[config.mk]
export PLATFORM = sky130hd
export DESIGN_NAME = alu_seq_ctrl
export DESIGN_NICKNAME = d
export VERILOG_FILES = /design/src/rtl/alu_seq_ctrl.sv
export SDC_FILE = /design/constraint.sdc
export NUM_CORES = 1
export LEC_CHECK = 0
export CAP_MARGIN = 20
export CORE_ASPECT_RATIO = 0.5
export CORE_MARGIN = 4
export CORE_UTILIZATION = 40
export DETAILED_ROUTE_END_ITERATION = 8
export GPL_ROUTABILITY_DRIVEN = 0
export PLACE_DENSITY_LB_ADDON = 0.15
export SLEW_MARGIN = 10
export SYNTH_ARGS = -nofsm -noshare
export SYNTH_HDL_FRONTEND = slang
export SYNTH_SLANG_ARGS = --single-unit
[constraint.sdc]
create_clock -name clk -period 3.1 [get_ports clk]
set_input_delay 0.93 -clock clk [delete_from_list [all_inputs] [get_ports clk]]
set_output_delay 0.93 -clock clk [all_outputs]
set_load 0.01 [all_outputs]
[src/rtl/alu_seq_ctrl.sv]
// alu_seq_ctrl: command sequencer in front of a 16-bit combinational ALU.
// Accepts commands on a start/ready handshake.
// Runs single-cycle ALU ops, or a 16-step shift-add multiply built on the ALU's ADD.
// Registers the result and the Z/C/V flags.
// Optional multiply: define ALU_SEQ_CTRL_MUL_EN to build it.
// Without it, cmd=8 completes as an illegal command.
module alu_seq_ctrl #(
    parameter int WIDTH      = 16,
    parameter int MUL_CYCLES = 16
) (
    input  logic             clk,
    input  logic             reset_n,
    input  logic             start,
    input  logic [3:0]       cmd,
    input  logic [WIDTH-1:0] opa,
    input  logic [WIDTH-1:0] opb,
    output logic             ready,
    output logic             done,
    output logic             err,
    output logic [WIDTH-1:0] result,
    output logic             flag_z,
    output logic             flag_c,
    output logic             flag_v,
    output logic [2:0]       alu_op,
    output logic [WIDTH-1:0] alu_a,
    output logic [WIDTH-1:0] alu_b,
    input  logic [WIDTH-1:0] alu_result,
    input  logic             alu_co,
    input  logic             alu_overflow,
    input  logic             alu_zero
);

    typedef enum logic [1:0] {S_IDLE, S_EXEC, S_MUL} state_t;

    state_t           state_q, state_d;
    logic             done_q, done_d;
    logic             err_q, err_d;
    logic [WIDTH-1:0] result_q, result_d;
    logic             flag_z_q, flag_z_d;
    logic             flag_c_q, flag_c_d;
    logic             flag_v_q, flag_v_d;
    // ALU drive is registered so it holds its last value while idle
    logic [2:0]       alu_op_q, alu_op_d;
    logic [WIDTH-1:0] alu_a_q, alu_a_d;
    logic [WIDTH-1:0] alu_b_q, alu_b_d;

`ifdef ALU_SEQ_CTRL_MUL_EN
    localparam int CNT_W = $clog2(MUL_CYCLES);
    localparam logic [CNT_W-1:0] LAST_CNT = CNT_W'(MUL_CYCLES - 1);

    logic [WIDTH-1:0] acc_q, acc_d;
    logic [WIDTH-1:0] m_q, m_d;
    logic [WIDTH-1:0] q_q, q_d;
    logic [CNT_W-1:0] count_q, count_d;
    // Full product is zero iff either operand is zero; the low half alone can't tell
    logic             mul_zero_q, mul_zero_d;
`endif

    // State register
    always_ff @(posedge clk or negedge reset_n) begin
        if (!reset_n) state_q <= S_IDLE;
        else          state_q <= state_d;
    end

    // Next-state logic; illegal commands never leave IDLE
    always_comb begin
        state_d = state_q;
        case (state_q)
            S_IDLE: begin
                if (start) begin
                    if (!cmd[3]) state_d = S_EXEC;
`ifdef ALU_SEQ_CTRL_MUL_EN
                    else if (cmd == 4'd8) state_d = S_MUL;
`endif
                end
            end
            S_EXEC: state_d = S_IDLE;
`ifdef ALU_SEQ_CTRL_MUL_EN
            S_MUL:  if (count_q == LAST_CNT) state_d = S_IDLE;
`endif
            default: state_d = S_IDLE;
        endcase
    end

    // Output decode: only IDLE can take a command
    always_comb begin
        ready = (state_q == S_IDLE);
    end

    // Datapath next values: operand capture, ALU drive, completion
    always_comb begin
        done_d   = 1'b0;
        err_d    = 1'b0;
        result_d = result_q;
        flag_z_d = flag_z_q;
        flag_c_d = flag_c_q;
        flag_v_d = flag_v_q;
        alu_op_d = alu_op_q;
        alu_a_d  = alu_a_q;
        alu_b_d  = alu_b_q;
`ifdef ALU_SEQ_CTRL_MUL_EN
        acc_d      = acc_q;
        m_d        = m_q;
        q_d        = q_q;
        count_d    = count_q;
        mul_zero_d = mul_zero_q;
`endif
        case (state_q)
            S_IDLE: begin
                if (start) begin
                    if (!cmd[3]) begin
                        alu_op_d = cmd[2:0];
                        alu_a_d  = opa;
                        alu_b_d  = opb;
                    end
`ifdef ALU_SEQ_CTRL_MUL_EN
                    else if (cmd == 4'd8) begin
                        acc_d      = '0;
                        m_d        = opa;
                        q_d        = opb;
                        count_d    = '0;
                        mul_zero_d = (opa == '0) || (opb == '0);
                        // first partial-product add is presented in the first MUL cycle
                        alu_op_d   = 3'b000;
                        alu_a_d    = '0;
                        alu_b_d    = opb[0] ? opa : '0;
                    end
`endif
                    else begin
                        // illegal: complete at the accept edge, leave result/flags alone
                        done_d = 1'b1;
                        err_d  = 1'b1;
                    end
                end
            end
            S_EXEC: begin
                result_d = alu_result;
                flag_z_d = alu_zero;
                flag_c_d = alu_co;
                flag_v_d = alu_overflow;
                done_d   = 1'b1;
            end
`ifdef ALU_SEQ_CTRL_MUL_EN
            S_MUL: begin
                acc_d   = alu_result;
                m_d     = m_q << 1;
                q_d     = q_q >> 1;
                count_d = count_q + CNT_W'(1);
                // pre-compute the next step's ALU operands from the shifted m/q
                alu_op_d = 3'b000;
                alu_a_d  = alu_result;
                alu_b_d  = q_q[1] ? (m_q << 1) : '0;
                if (count_q == LAST_CNT) begin
                    result_d = alu_result;
                    flag_z_d = mul_zero_q;
                    flag_c_d = 1'b0;
                    flag_v_d = 1'b0;
                    done_d   = 1'b1;
                end
            end
`endif
            default: ;
        endcase
    end

    // Datapath registers
    always_ff @(posedge clk or negedge reset_n) begin
        if (!reset_n) begin
            done_q   <= 1'b0;
            err_q    <= 1'b0;
            result_q <= '0;
            flag_z_q <= 1'b0;
            flag_c_q <= 1'b0;
            flag_v_q <= 1'b0;
            alu_op_q <= '0;
            alu_a_q  <= '0;
            alu_b_q  <= '0;
        end else begin
            done_q   <= done_d;
            err_q    <= err_d;
            result_q <= result_d;
            flag_z_q <= flag_z_d;
            flag_c_q <= flag_c_d;
            flag_v_q <= flag_v_d;
            alu_op_q <= alu_op_d;
            alu_a_q  <= alu_a_d;
            alu_b_q  <= alu_b_d;
        end
    end

`ifdef ALU_SEQ_CTRL_MUL_EN
    // Multiplier working registers
    always_ff @(posedge clk or negedge reset_n) begin
        if (!reset_n) begin
            acc_q      <= '0;
            m_q        <= '0;
            q_q        <= '0;
            count_q    <= '0;
            mul_zero_q <= 1'b0;
        end else begin
            acc_q      <= acc_d;
            m_q        <= m_d;
            q_q        <= q_d;
            count_q    <= count_d;
            mul_zero_q <= mul_zero_d;
        end
    end
`endif

    assign done   = done_q;
    assign err    = err_q;
    assign result = result_q;
    assign flag_z = flag_z_q;
    assign flag_c = flag_c_q;
    assign flag_v = flag_v_q;
    assign alu_op = alu_op_q;
    assign alu_a  = alu_a_q;
    assign alu_b  = alu_b_q;

endmodule

# After elaboration in Yosys (flattened, before gate mapping)
# Index checks and enable logic that the tools add are counted.
# Widths: inputs -> output; s select.
[classes] eq_ne=3 muxes=7 bitwise_logic=1 n_reduce_logical=3
[ops] operator="$mux 2" count=3
[ops] operator="$ne 2x2->1 const B" count=2
[ops] operator="$mux 1" count=3
[ops] operator="$reduce_and 3->1" count=1
[ops] operator="$eq 2x1->1 const B" count=1
[ops] operator="$logic_not 2->1" count=1
[ops] operator="$pmux 1 s2" count=1
[ops] operator="$reduce_and 2->1" count=1
[ops] operator="$not 1->1" count=1
[word_totals] regBits=58 input_bits=58 output_inout_bits=57 word_cells=24

# Depth between registers and ports, before layout
[logic_depth] ltp_word=3 mapped_depth=4 ltp_nobuf=2

# Least setup slack after synthesis
# No wires, ideal clock.
[synth_timing] path_type="input to register" from="input port cmd[3]" to="register alu_a_q[0], in the netlist alu_a[0]" setup_ps=125 t_arrival_ps=1698 required_time_ps=2975 setup_slack_ps=1277 cell_stages=4 path_buffers=2 cell_sequence="nor3b_2 > buf_6 > buf_12 > mux2_4"
[synth_via] elab_chain_cells=2
[synth_rtl] element="start: declaration" line="14" source="input logic [3:0] cmd,"
[synth_rtl] element="$not 1->1 (no line)"
[synth_rtl] element="$reduce_and 3->1 (no line)"
[synth_rtl] element="end signal: assignment" line="186" source="alu_a_q <= alu_a_d;"
[synth_rtl] element="end: declaration" line="44" source="logic [WIDTH-1:0] alu_a_q, alu_a_d;"
# Every way passes these cells.
# A chain may end at the register's enable or synchronous reset.

# Worst setup path after layout
[layout_timing] from="register state_q[0]" to="output port ready"
[layout_via] elab_chain_cells=1
[layout_rtl] element="start: declaration" line="35" source="state_t state_q, state_d;"
[layout_rtl] element="start signal: assignment" line="62" source="else state_q <= state_d;"
[layout_rtl] element="$logic_not 2->1" line="87" source="ready = (state_q == S_IDLE);"
[layout_rtl] element="end: declaration" line="17" source="output logic ready,"
# Every way passes these cells.

==> impl_results.md <==
- Dpl hpwl: 3632 microns
- Seq/Total Area, Yosys: between 60% and 70%
- Dpl cells: 303
- DR iter-0 viols: 51
- Worst Setup End Kind: output port
- DRC: 0
- Worst relative slew slack: 68.41%
- Worst setup SP type: register
- Vias in the first global route: roughly 1600
- Ports: 115
- Core area: about 5200 sq um
- Fill cells: approximately 380
- Total routed wirelength: between 5000 and 6000 microns
- GRT overflow: 0
- Via count: 1460
- Power density cells: about 650 nW/um^2
- Highest achievable clock rate: 0.4469 GHz
- Synthesized flop and latch total: 57
- Post-route clock period utilization: around 72%
- NetSw: a little under 600 uW
- Post-CTS sizing: 0
- # port buffers: around 110
- Clock root cell: clkbuf_16
- Die H: 61.06 microns
- Row cnt: 18
- Clk pin slew, worst setup/hold paths: ~50 ps
- Post-route cell area: around 3700 sq um
- Sequential Power Share: ~39%
- Most common cell after layout, fill and taps aside: clkdlybuf4s50_1
- Avg Inst Size Synth: 18.46 sq um
- Final non-filler cell total: roughly 320
- Die area: between 6000 and 7000 sq um
- Clock tree sinks: 57
- Vias per inst: ~4.6
- Hold-fix buffers, CTS: 0
- First-pass GRT wire length: 8211 microns
- Final Hold Fails: 0
- Crit Path Class: register to output port
- Max_cap viols: 0
- Synthesis Warnings: 0
- Tot GR Track Use: between 10% and 20%
- Combinational share of power: about a quarter
- Clk network pwr share: about a third
- Cells after synthesis: 122
- Arr. time, crit path: 1310 ps
- Top fanout value on the critical path: 2
- Final setup TNS: 0 ps
- Drt wl/cell: 15.77 microns
- Starting Density: a little over two fifths
- Top-area cell type share of the netlist area: about 63%
- Tightest Pin Transition: between 400 and 500 ps
- Tmin final: about 2200 ps
- Peak VDD IR: 0.3987 mV
- Placed cell area: roughly 3400 sq um
- Clock buffer depth: 2
- Final max-slew violation count: 0
- Pint: between 1500 and 2000 uW
- CTS tree: built
- Setup Buffers After CTS: 0
- Pin count of the biggest net entering global routing: 40
- Cell taking the most area after synthesis: dfrtp_1
- Most area-consuming cells after synthesis: dfrtp_1 63%, mux2_4 19%, mux2_2 13%
- CP required: about 2200 ps
- Post-synthesis cell area: 2252 sq um
- Pleak: around 0.0016 uW
- Initial antenna violation count: 0
- Worst hold slack: around 480 ps
- Die Width: between 100 and 150 microns
- Clock Latency Late Sink: between 300 and 400 ps
- Layout cell share with drive strength beyond 1: just under 30%
- Pre-antenna DRT Iters: 4
- Setup Viol. Count Final: 0
- Worst Skew: about 4.0 ps
- Fin util: about 71%
- Unrepaired setup endpoints after global routing: no
- Outcome: finished, final reports clean
- CTS buffer count: 9
- Remaining antenna violation count: 0
- Area grow syn2layout: 64.28%
- Fin nets: 302
- # diodes: 0
- Hold crit path type: register to register
- Sw frac: approximately 24%
- Commonest non-fill, non-tap cells in the layout: 113 x clkdlybuf4s50_1, 57 x dfrtp_1, 29 x mux2_4
- Net Count, Synth: between 150 and 200
- H-tree depth reported by CTS: 3
- Post-synthesis cell type count: 10
## power groups by stage
| stage | Sequential (uW) | Clock, uW | Combinational, uW |
|---|---|---|---|
| after detailed placement | 953 | 0 | 623 |
| after global placement | 952 | 0 | 610 |
| final | 944 | 847 | 614 |
| after floorplan | 1010 | 0 | 187 |
| after CTS | 946 | 869 | 626 |
| after global routing | 964 | 912 | 652 |
## registers in the layout, indices dropped and copies added (netlist names)
| register | cells |
|---|---|
| alu_b | 16 |
| alu_a | 16 |
| err | 1 |
| flag_z | 1 |
| state_q | 1 |
| done | 1 |
| result | 16 |
| flag_c | 1 |
| alu_op | 3 |
| flag_v | 1 |
## cell type report
| cell class | instances | area, sq um | share of cell area [%] |
|---|---|---|---|
| repair buffers | 117 | 1171 | 31.65 |
| multi-input cells | 58 | 747.0 | 20.19 |
| clock inverters | 6 | 35.03 | 0.9469 |
| flip-flops and latches | 57 | 1426 | 38.55 |
| clock buffers | 10 | 229.0 | 6.189 |
| well taps | 70 | 87.58 | 2.367 |
| inverters | 1 | 3.754 | 0.1015 |
## per-layer routing
metal | wire length [microns] | vias to the layer above | GRT usage (%)
li1 | - | 665 | -
met1 | 2088 | 731 | 19.11
met2 | 2465 | 60 | 26.21
met3 | 439 | 4 | 7.556
met4 | 38 | 0 | 3.553
met5 | 0 | - | 0
## cells in the mapped netlist, drive strengths merged
master and instances:
buf 6, dfrtp 57, inv 1, mux2 54
nand2 2, nor2 1, nor3b 1
## final timing paths
path                             from   endpoint  slack (ps)  depth (start not counted)
max                        state_q[0]      ready         860                          2
max reg2reg                state_q[0]  alu_b[15]        1450                          4
min reg2reg                state_q[0]       done         480                          2
min in group asynchronous     reset_n  alu_a[12]         540                          1
min                        state_q[0]       done         480                          2
max in group asynchronous     reset_n  alu_b[10]        1740                          2
## cells by family after synthesis
kind of cell	count (synthesis)	synth area share, %
buf+inv	7	3.778
flops	57	63.33
mux	54	31.83
simple gates	4	1.055
## critical path, cell delays in order, from the launching register on
cell             delay (ps)
dfrtp_1                 370
inv_1                    70
clkdlybuf4s50_1         550
## stage by stage
| stage | total power (uW) | worst slack, ps |
|---|---|---|
| 2_1_floorplan | 1198 | 1277 |
| 6_report | 2406 | 862.3 |
| 3_3_place_gp | 1562 | 687.4 |
| 3_5_place_dp | 1575 | 663.2 |
| 4_1_cts | 2440 | 850.0 |
| 5_1_grt | 2529 | 824.8 |
Power figures use the tool's default switching activity.
